===== src/rtl/analog_sensor_pkg.sv =====
// Shared types and constants for the analog sensor reader slice.
package analog_sensor_pkg;

    // Sensor operating mode as driven on Mode.
    typedef enum logic [1:0] {
        STOP = 2'd0,
        FAST = 2'd1,
        SLOW = 2'd2
    } mode_e;

    // Encoding 3 is reserved and never forwarded to the sensor.
    localparam logic [1:0] MODE_RESERVED = 2'd3;

    // Status codes the sensor reports alongside each sample.
    localparam logic [2:0] ERR_STOP = 3'd0;
    localparam logic [2:0] ERR_IDLE = 3'd1;
    localparam logic [2:0] ERR_FAST = 3'd2;
    localparam logic [2:0] ERR_SLOW = 3'd3;

    // Reader handshake FSM.
    typedef enum logic [1:0] {
        StIdle      = 2'd0,
        StWaitReady = 2'd1,
        StAck       = 2'd2,
        StWaitDrop  = 2'd3
    } reader_state_e;

    // One buffered sample: status code plus reading.
    typedef struct packed {
        logic [2:0]  code;
        logic [15:0] data;
    } sample_t;

    localparam int unsigned SAMPLE_WIDTH = $bits(sample_t);

endpackage


===== src/rtl/sample_fifo.sv =====
// Circular-buffer FIFO; head is presented combinationally and holds the
// last popped entry while empty. A pop frees space for a same-cycle push.
module sample_fifo #(
    parameter int unsigned DEPTH = 4,
    parameter int unsigned WIDTH = 19,
    localparam int unsigned AW   = (DEPTH > 1) ? $clog2(DEPTH) : 1,
    localparam int unsigned CW   = $clog2(DEPTH) + 1
) (
    input  logic             clk,
    input  logic             rst_n,
    input  logic             push,
    input  logic [WIDTH-1:0] push_data,
    input  logic             pop,
    output logic [WIDTH-1:0] head,
    output logic [CW-1:0]    count,
    output logic             empty,
    output logic             full
);

    logic [WIDTH-1:0] mem [DEPTH];
    logic [AW-1:0]    wr_ptr;
    logic [AW-1:0]    rd_ptr;
    logic [WIDTH-1:0] last_popped;
    logic             do_push;
    logic             do_pop;

    assign empty   = (count == '0);
    assign full    = (count == CW'(DEPTH));
    assign do_pop  = pop && !empty;
    assign do_push = push && (!full || do_pop);
    assign head    = empty ? last_popped : mem[rd_ptr];

    // Pointers wrap naturally because DEPTH is a power of two.
    always_ff @(posedge clk or negedge rst_n) begin
        if (!rst_n) begin
            wr_ptr      <= '0;
            rd_ptr      <= '0;
            count       <= '0;
            last_popped <= '0;
        end else begin
            if (do_push) begin
                wr_ptr <= wr_ptr + AW'(1);
            end
            if (do_pop) begin
                rd_ptr      <= rd_ptr + AW'(1);
                last_popped <= mem[rd_ptr];
            end
            if (do_push && !do_pop) begin
                count <= count + CW'(1);
            end else if (!do_push && do_pop) begin
                count <= count - CW'(1);
            end
        end
    end

    // Storage array; no reset needed since reads are gated by occupancy.
    always_ff @(posedge clk) begin
        if (do_push) begin
            mem[wr_ptr] <= push_data;
        end
    end

endmodule


===== src/rtl/analog_sensor_reader.sv =====
// Reader side of the analog sensor ready/complete four-phase handshake.
// Forwards mode/enable, captures samples into a FIFO and flags stalls and
// acknowledge timeouts.
module analog_sensor_reader
    import analog_sensor_pkg::*;
#(
    parameter int unsigned DEPTH       = 4,
    parameter int unsigned ACK_TIMEOUT = 64
) (
    input  logic                     Clk,
    input  logic                     Rst_n,
    input  logic [1:0]               CfgMode,
    input  logic                     CfgEnable,
    output logic [1:0]               Mode,
    output logic                     Enable,
    input  logic [15:0]              AnalogReading,
    input  logic [2:0]               ErrorCode,
    input  logic                     AnalogValReady,
    output logic                     CPUReadComplete,
    input  logic                     PopReq,
    output logic [15:0]              PopData,
    output logic [2:0]               PopCode,
    output logic [$clog2(DEPTH):0]   FifoCount,
    output logic                     FifoEmpty,
    output logic                     Stalled,
    input  logic                     ClrErr,
    output logic                     TimeoutErr
);

    localparam int unsigned CNT_W = $clog2(ACK_TIMEOUT + 1);

    mode_e            mode_reg;
    logic             enable_reg;
    reader_state_e    state, state_next;
    logic             ack, ack_next;
    logic             stalled, stalled_next;
    logic             tmo_err, tmo_err_next;
    logic [CNT_W-1:0] tmo_cnt, tmo_cnt_next;
    logic             timeout_evt;
    logic             push;
    logic             pop;
    logic             can_push;
    logic             fifo_full;
    logic             fifo_empty;
    sample_t          push_sample;
    sample_t          head_sample;

    assign Mode            = mode_reg;
    assign Enable          = enable_reg;
    assign CPUReadComplete = ack;
    assign Stalled         = stalled;
    assign TimeoutErr      = tmo_err;
    assign FifoEmpty       = fifo_empty;
    assign PopData         = head_sample.data;
    assign PopCode         = head_sample.code;

    assign pop         = PopReq && !fifo_empty;
    assign can_push    = !fifo_full || pop;
    assign push_sample = '{code: ErrorCode, data: AnalogReading};

    // Register configuration; the reserved mode encoding leaves Mode unchanged.
    always_ff @(posedge Clk or negedge Rst_n) begin
        if (!Rst_n) begin
            mode_reg   <= STOP;
            enable_reg <= 1'b0;
        end else begin
            enable_reg <= CfgEnable;
            if (CfgMode != MODE_RESERVED) begin
                mode_reg <= mode_e'(CfgMode);
            end
        end
    end

    // Handshake next-state: push on accept, hold the sensor while full.
    always_comb begin
        state_next   = state;
        ack_next     = ack;
        stalled_next = 1'b0;
        tmo_cnt_next = tmo_cnt;
        timeout_evt  = 1'b0;
        push         = 1'b0;
        unique case (state)
            StIdle: begin
                if (enable_reg) begin
                    state_next = StWaitReady;
                end
            end
            StWaitReady: begin
                if (!enable_reg) begin
                    state_next = StIdle;
                end else if (AnalogValReady) begin
                    if (can_push) begin
                        push         = 1'b1;
                        ack_next     = 1'b1;
                        tmo_cnt_next = '0;
                        state_next   = StAck;
                    end else begin
                        stalled_next = 1'b1;
                    end
                end
            end
            StAck: begin
                if (!AnalogValReady) begin
                    ack_next   = 1'b0;
                    state_next = StWaitDrop;
                end else if (tmo_cnt == CNT_W'(ACK_TIMEOUT - 1)) begin
                    timeout_evt = 1'b1;
                    ack_next    = 1'b0;
                    state_next  = StWaitDrop;
                end else begin
                    tmo_cnt_next = tmo_cnt + CNT_W'(1);
                end
            end
            StWaitDrop: begin
                state_next = enable_reg ? StWaitReady : StIdle;
            end
            default: state_next = StIdle;
        endcase
        // A timeout in the same cycle as a clear request wins.
        tmo_err_next = timeout_evt ? 1'b1 : (ClrErr ? 1'b0 : tmo_err);
    end

    // Handshake state registers.
    always_ff @(posedge Clk or negedge Rst_n) begin
        if (!Rst_n) begin
            state   <= StIdle;
            ack     <= 1'b0;
            stalled <= 1'b0;
            tmo_err <= 1'b0;
            tmo_cnt <= '0;
        end else begin
            state   <= state_next;
            ack     <= ack_next;
            stalled <= stalled_next;
            tmo_err <= tmo_err_next;
            tmo_cnt <= tmo_cnt_next;
        end
    end

    sample_fifo #(
        .DEPTH (DEPTH),
        .WIDTH (SAMPLE_WIDTH)
    ) u_fifo (
        .clk       (Clk),
        .rst_n     (Rst_n),
        .push      (push),
        .push_data (push_sample),
        .pop       (pop),
        .head      (head_sample),
        .count     (FifoCount),
        .empty     (fifo_empty),
        .full      (fifo_full)
    );

endmodule


===== config.mk =====
export PLATFORM = sky130hd
export DESIGN_NAME = analog_sensor_reader
export DESIGN_NICKNAME = d
export VERILOG_FILES = /design/src/rtl/analog_sensor_pkg.sv /design/src/rtl/sample_fifo.sv /design/src/rtl/analog_sensor_reader.sv
export SDC_FILE = /design/constraint.sdc
export NUM_CORES = 1
export LEC_CHECK = 0
export ABC_AREA = 1
export CAP_MARGIN = 20
export CORE_MARGIN = 4
export CORE_UTILIZATION = 51
export DETAILED_ROUTE_END_ITERATION = 8
export PLACE_DENSITY = 0.86
export SLEW_MARGIN = 5
export SYNTH_ARGS = -nofsm -noshare
export SYNTH_HDL_FRONTEND = slang
export SYNTH_SLANG_ARGS = --single-unit

===== constraint.sdc =====
create_clock -name Clk -period 1.9 [get_ports Clk]
set_input_delay 0.38 -clock Clk [delete_from_list [all_inputs] [get_ports Clk]]
set_output_delay 0.38 -clock Clk [all_outputs]
set_load 0.05 [all_outputs]

==> results of run 1 <==
cells by family (layout without fill, tap and decap cells):
| group | count (synthesis) | after routing |
|---|---|---|
| AO/OA/AOI/OAI | 50 | 50 |
| XOR/XNOR | 5 | 5 |
| adder cells (fa/ha/maj) | 7 | 7 |
| buffers and inverters | 44 | 166 |
| flip-flops | 117 | 117 |
| multiplexers | 1 | 1 |
| AND/OR/NAND/NOR | 243 | 243 |
state kept, by name (all words and copies together) (netlist names), named ones only:
name                flops
CPUReadComplete         1
Enable                  1
Mode                    2
Stalled                 1
TimeoutErr              1
state                   1
tmo_cnt                 7
u_fifo.count            3
u_fifo.last_popped     19
u_fifo.mem             76
u_fifo.rd_ptr           2
u_fifo.wr_ptr           2
critical path, delay by kind of cell, from the launching register on:
family / cells / cell delay [ps]
compound gates: 1 / 170
buf+inv: 4 / 540
flops: 1 / 430
simple gates: 3 / 310
metal layers:
metal	part of all wire [%]	vias to the layer above	global-route usage, %
met3	9.7	95	7.08
li1	-	1798	-
met1	35	2135	31.6
met4	5.2	0	13.6
met2	50	363	42.7
met5	0	-	0
final cells by class:
class / instances / area share [%]
inverter: 23 / 1.24
timing repair buffer: 111 / 18.2
multi-input combinational: 306 / 26.5
sequential: 117 / 44.8
tap: 133 / 2.25
clock inverter: 11 / 1.17
clock buffer: 21 / 5.81
Yosys cell counts, drive strengths merged:
master / number
a21oi: 4
mux2: 1
or2: 1
o21ai: 44
edfxtp: 76
clkbuf: 4
nand2: 172
nor2: 16
o21bai: 1
dfrtp: 41
o21a: 1
inv: 23
nand4: 1
nand3: 50
buf: 17
xor2: 3
nor3b: 1
ha: 6
fa: 1
xnor2: 2
nor3: 2
power by group through the flow:
stage	clock network [mW]	registers [mW]	logic, mW
2_1_floorplan	0	3.60	3.65
3_3_place_gp	0	3.47	5.12
3_5_place_dp	0	3.50	5.29
4_1_cts	2.75	3.44	6.73
5_1_grt	2.98	3.62	8.30
6_report	2.86	3.61	8.03
what timing repair did:
item / in CTS / in global routing
setup endpoints to repair: 25 / 30
pin swaps: 17 / 16
endpoints found under the hold margin: 41 / 0
hold buffers: 1 / 0
buffers inserted: 18 / 8
gates cloned: 5 / 6
resized for setup: 87 / 60
worst paths after layout:
| path | startpoint | end | slack (ps) | depth (start not counted) |
|---|---|---|---|---|
| max | u_fifo.rd_ptr[0] | PopData[5] | -460 | 8 |
| min | CfgEnable | Enable | 320 | 1 |
| max reg2reg | u_fifo.count[0] | u_fifo.count[2] | -360 | 11 |
| min reg2reg | Mode[0] | Mode[0] | 500 | 1 |
| max in group asynchronous | Rst_n | u_fifo.count[1] | 1010 | 3 |
| min in group asynchronous | Rst_n | u_fifo.last_popped[12] | 460 | 3 |
==> impl_metrics.toml, run 1 <==
[critical_path]
path_max_fanout = 4
path_common_cell = "buf_6"
worstPathArrival_ps = 1980
cp.required_ps = 1520
slowest_delay_ps = 430
path_class = "flip-flop to primary output"
end_kind = "primary output"
crit_chain = "inv_4 > buf_6 > buf_16 > nand2_1 > nand3_1 > nand2_2 > o21ai_2 > buf_6"
crit_path_start_kind = "flip-flop"
cp_slowest_cell = "dfrtp_1"

[yosys]
syn-num-nets = 501
netlist.area_leader.share_pct = 45.3
yosys.area_share.simple_pct = 21.0
synth_warnings = 0
syn_inst = 467
synth_top_family_by_area = "simple AND/OR/NAND/NOR gates"
synth_area_leaders = "edfxtp_1, dfrtp_1, nand2_1"
synth-seq-cells = 117
synth_area_um2 = 5040
muxShareOfSynthArea_pct = 0.224
synth_xor_area_share_pct = 0.869
synth_compound_area_share_pct = 5.74
synth.distinct_cells = 33
synth_fa_ha_area_share_pct = 1.89
synth_top_area_cell = "edfxtp_1"
seq_area_frac_synth_pct = 65.7
avgSynthCellArea_um2 = 10.8

[outcome]
status = "finished with violations"
violations = "negative setup slack"

[timing]
hold_viol = 0
max_slew.worst_pin.slew_ps = 562
tns_ps = -8450
rsz0062_at_grt = "true"
timing.final.crit_share_pct = 124
slew_viol_final = 0
post-route-min-period_ps = 2360
fmax_ghz = 0.424
finalSetupViolations = 29
skew_ps = 12.2
setup_ws_ps = -457
holdWs_ps = 317
slew_headroom_pct = 62.6

[finish]
layout.cells.non_filler = 722
nFillCells = 489
fin_area_um2 = 7390
drive_above_1_share_pct = 40.7
final_cell_mix = "nand2_1, edfxtp_1, nand2_2"
final-seq-area_um2 = 3310
area_delta_synth_final_pct = 46.7
diodes = 0
fin_util_pct = 76.3
layout.nets = 610
multiInputGateArea_um2 = 1960
layout_commonest_cell = "nand2_1"

[global_route]
grt_pass1_vias = 4135
grt_overflow_total = 0
grt_start_max_net_pins = 42
grt_pass1_wl_um = 22300
antenna_found_initial = 0
track_usage_pct = 26.0

[clock_network]
clock_latency_ps = 520
cts-root-buf = "clkbuf_8"
cts_sinks = 117
cts_made_buffers = 17
cts.htree.levels = 4
cts_buffer_depth = 2
clk_pin_slew_ps = 60
cts_tree = "built"

[floorplanning]
core_um2 = 9680
die_h_um = 107
num_io_pins = 56
initial_core_util_pct = 52.0
die_area_um2 = 11500
rows = 36
die_w_um = 107

[power]
p_leak_nw = 3.09
p_int_mw = 8.01
pwr-share-seq_pct = 24.9
p_total_mw = 14.5
clkPwrFrac_pct = 19.8
vdd_drop_max_mv = 1.08
power_density_nw_per_um2 = 1960
switching_share_pct = 44.8
p_comb_share_pct = 55.4
p_switching_mw = 6.49

[routing]
wl_um = 17200
num_vias = 4391
final_antenna_net_count = 0
drt_iter0_drc = 541
vias_per_cell = 6.08
routedWlPerCell_um = 23.8
firstDrtPassIters = 5
drc = 0

[placement]
dp_hpwl_um = 6950
gp_congestion = 0.865
port_buffers = 55
place_area_um2 = 5890
place_ws_ps = -371
dp_cells = 654

[flow_run]
cap_violations = 0

[min_path]
hold_path.class = "input port to flip-flop"
No activity file was read; power rests on OpenSTA's default activity.
==> inputs of run 2 (changes only) <==
Settings changed: MAX_ROUTING_LAYER from default to met4.
==> impl_metrics.toml, run 2 (same netlist as run 1, synthesis figures left out) <==
[finish]
layout.cells.non_filler = 723
layout_commonest_cell = "nand2_1"
nFillCells = 480
final_cell_mix = "nand2_1, edfxtp_1, nand2_2"
regMostFlops = "u_fifo.mem"
area_delta_synth_final_pct = 46.4
drive_above_1_share_pct = 40.8
diodes = 0
layout.nets = 611
largest_reg_flops = 76
reg_top3 = "u_fifo.mem x76, u_fifo.last_popped x19, tmo_cnt x7"
fin_util_pct = 76.2

[power]
power_density_nw_per_um2 = 1950
vdd_drop_max_mv = 0.956
p_leak_nw = 3.08

[critical_path]
cp_slowest_cell = "dfrtp_1"
rrSetupSlack_ps = -350
crit_chain = "inv_4 > buf_6 > buf_16 > nand2_1 > nand3_1 > nand2_2 > o21ai_2 > buf_6"
crit_path_start_kind = "flip-flop"
reg2reg_from = "u_fifo.count[0]"
path_common_cell = "buf_6"
rr_endpoint = "u_fifo.count[2]"
path_max_fanout = 4
worstRegToRegCells = 11
path_class = "flip-flop to primary output"
cp-endpoint = "PopCode[2]"
cp-startpoint = "u_fifo.rd_ptr[0]"
cp.required_ps = 1520
end_kind = "primary output"
slowest_delay_ps = 430
worstPathArrival_ps = 1990

[routing]
firstDrtPassIters = 5
vias_per_cell = 5.93
routedWlPerCell_um = 23.3
final_antenna_net_count = 0
wl_um = 16800
num_vias = 4286
drc = 0
drt_iter0_drc = 539

[placement]
dp_cells = 654
gp_congestion = 0.879
dp_hpwl_um = 6950
port_buffers = 55
place_ws_ps = -371

[outcome]
violations = "negative setup slack"
status = "finished with violations"

[clock_network]
cts.htree.levels = 4
cts_made_buffers = 17
clock_latency_ps = 540
cts_tree = "built"
cts-root-buf = "clkbuf_8"
clk_pin_slew_ps = 60
cts_buffer_depth = 2
cts_sinks = 117

[timing]
setup_ws_ps = -469
rsz0062_at_grt = "true"
finalSetupViolations = 26
hold_viol = 0
slew_viol_final = 0
timing.final.crit_share_pct = 125
post-route-min-period_ps = 2370
holdWs_ps = 295
fmax_ghz = 0.422
slew_headroom_pct = 62.9
max_slew.worst_pin.slew_ps = 556
tns_ps = -9210
skew_ps = 9.91

[floorplanning]
core_um2 = 9680
initial_core_util_pct = 52.0
die_area_um2 = 11500
die_w_um = 107
die_h_um = 107
rows = 36
num_io_pins = 56

[global_route]
track_usage_pct = 26.7
grt_overflow_total = 0
grt_pass1_wl_um = 22300
grt_start_max_net_pins = 42
grt_pass1_vias = 4123
antenna_found_initial = 0

[flow_run]
cap_violations = 0

[min_path]
min-delay-start = "CfgEnable"
hold_path.class = "input port to flip-flop"
-- run 2: cell types whose count changed in the layout (fill, tap and decap cells not counted) --
| cell | change |
|---|---|
| nand3_1 | -2 |
| buf_4 | +2 |
| nand2_4 | -1 |
| nand2_2 | -1 |
| nand2_1 | +2 |
| clkbuf_16 | -1 |
| buf_6 | +1 |
| buf_8 | -1 |
| nand3_2 | +2 |
-- run 2: layout make-up --
type                    instances  area (um2)  share of cell area, %
flip-flops and latches        117        3310                   44.9
clock inverters                11        86.3                   1.17
clock buffers                  21         429                   5.82
well taps                     133         166                   2.26
repair buffers                112        1330                   18.1
multi-input cells             306        1960                   26.5
inverters                      23        91.3                   1.24
-- run 2: worst max-delay path, delay by kind of cell (launching register included) --
| family | cells | cell delay (ps) |
|---|---|---|
| buf+inv | 4 | 540 |
| simple gates | 3 | 290 |
| compound gates | 1 | 190 |
| flops | 1 | 430 |
-- run 2: metal layers --
metal / track usage (%) / vias up / part of all wire, % / wire length (um)
met3: 7.08 / 103 / 8.6 / 1440
met1: 31.0 / 2059 / 36 / 6010
met2: 43.3 / 328 / 49 / 8300
met4: 13.3 / 0 / 6.5 / 1090
li1: - / 1796 / - / -
met5: - / - / 0 / 0
-- run 2: stage by stage --
stage,instance area (um2),total power [mW]
finish,7380,14.4
global route,7380,14.8
CTS,6980,12.9
detailed placement,5890,8.79
global placement,5890,8.59
floorplan,5130,7.24
-- run 2: what timing repair did --
action | 4_1_cts | 5_1_grt
endpoints found under the hold margin | 41 | 0
gates cloned | 5 | 5
setup buffers | 18 | 10
hold buffers | 1 | 0
endpoints found under the setup margin | 25 | 30
resized for setup | 87 | 58
pin swaps | 17 | 20
-- run 2: worst min path at each step --
| stage | endpoint | depth (start not counted) |
|---|---|---|
| 2_1_floorplan | CPUReadComplete | 0 |
| 3_3_place_gp | u_fifo.last_popped[17] | 2 |
| 3_5_place_dp | u_fifo.last_popped[12] | 2 |
| 4_1_cts | Enable | 1 |
| 5_1_grt | Enable | 1 |
| 6_report | Enable | 1 |
-- run 2: power by group --
| group | switching, mW | internal (mW) |
|---|---|---|
| combinational | 4.87 | 3.09 |
| clock | 1.16 | 1.71 |
| sequential | 0.400 | 3.18 |
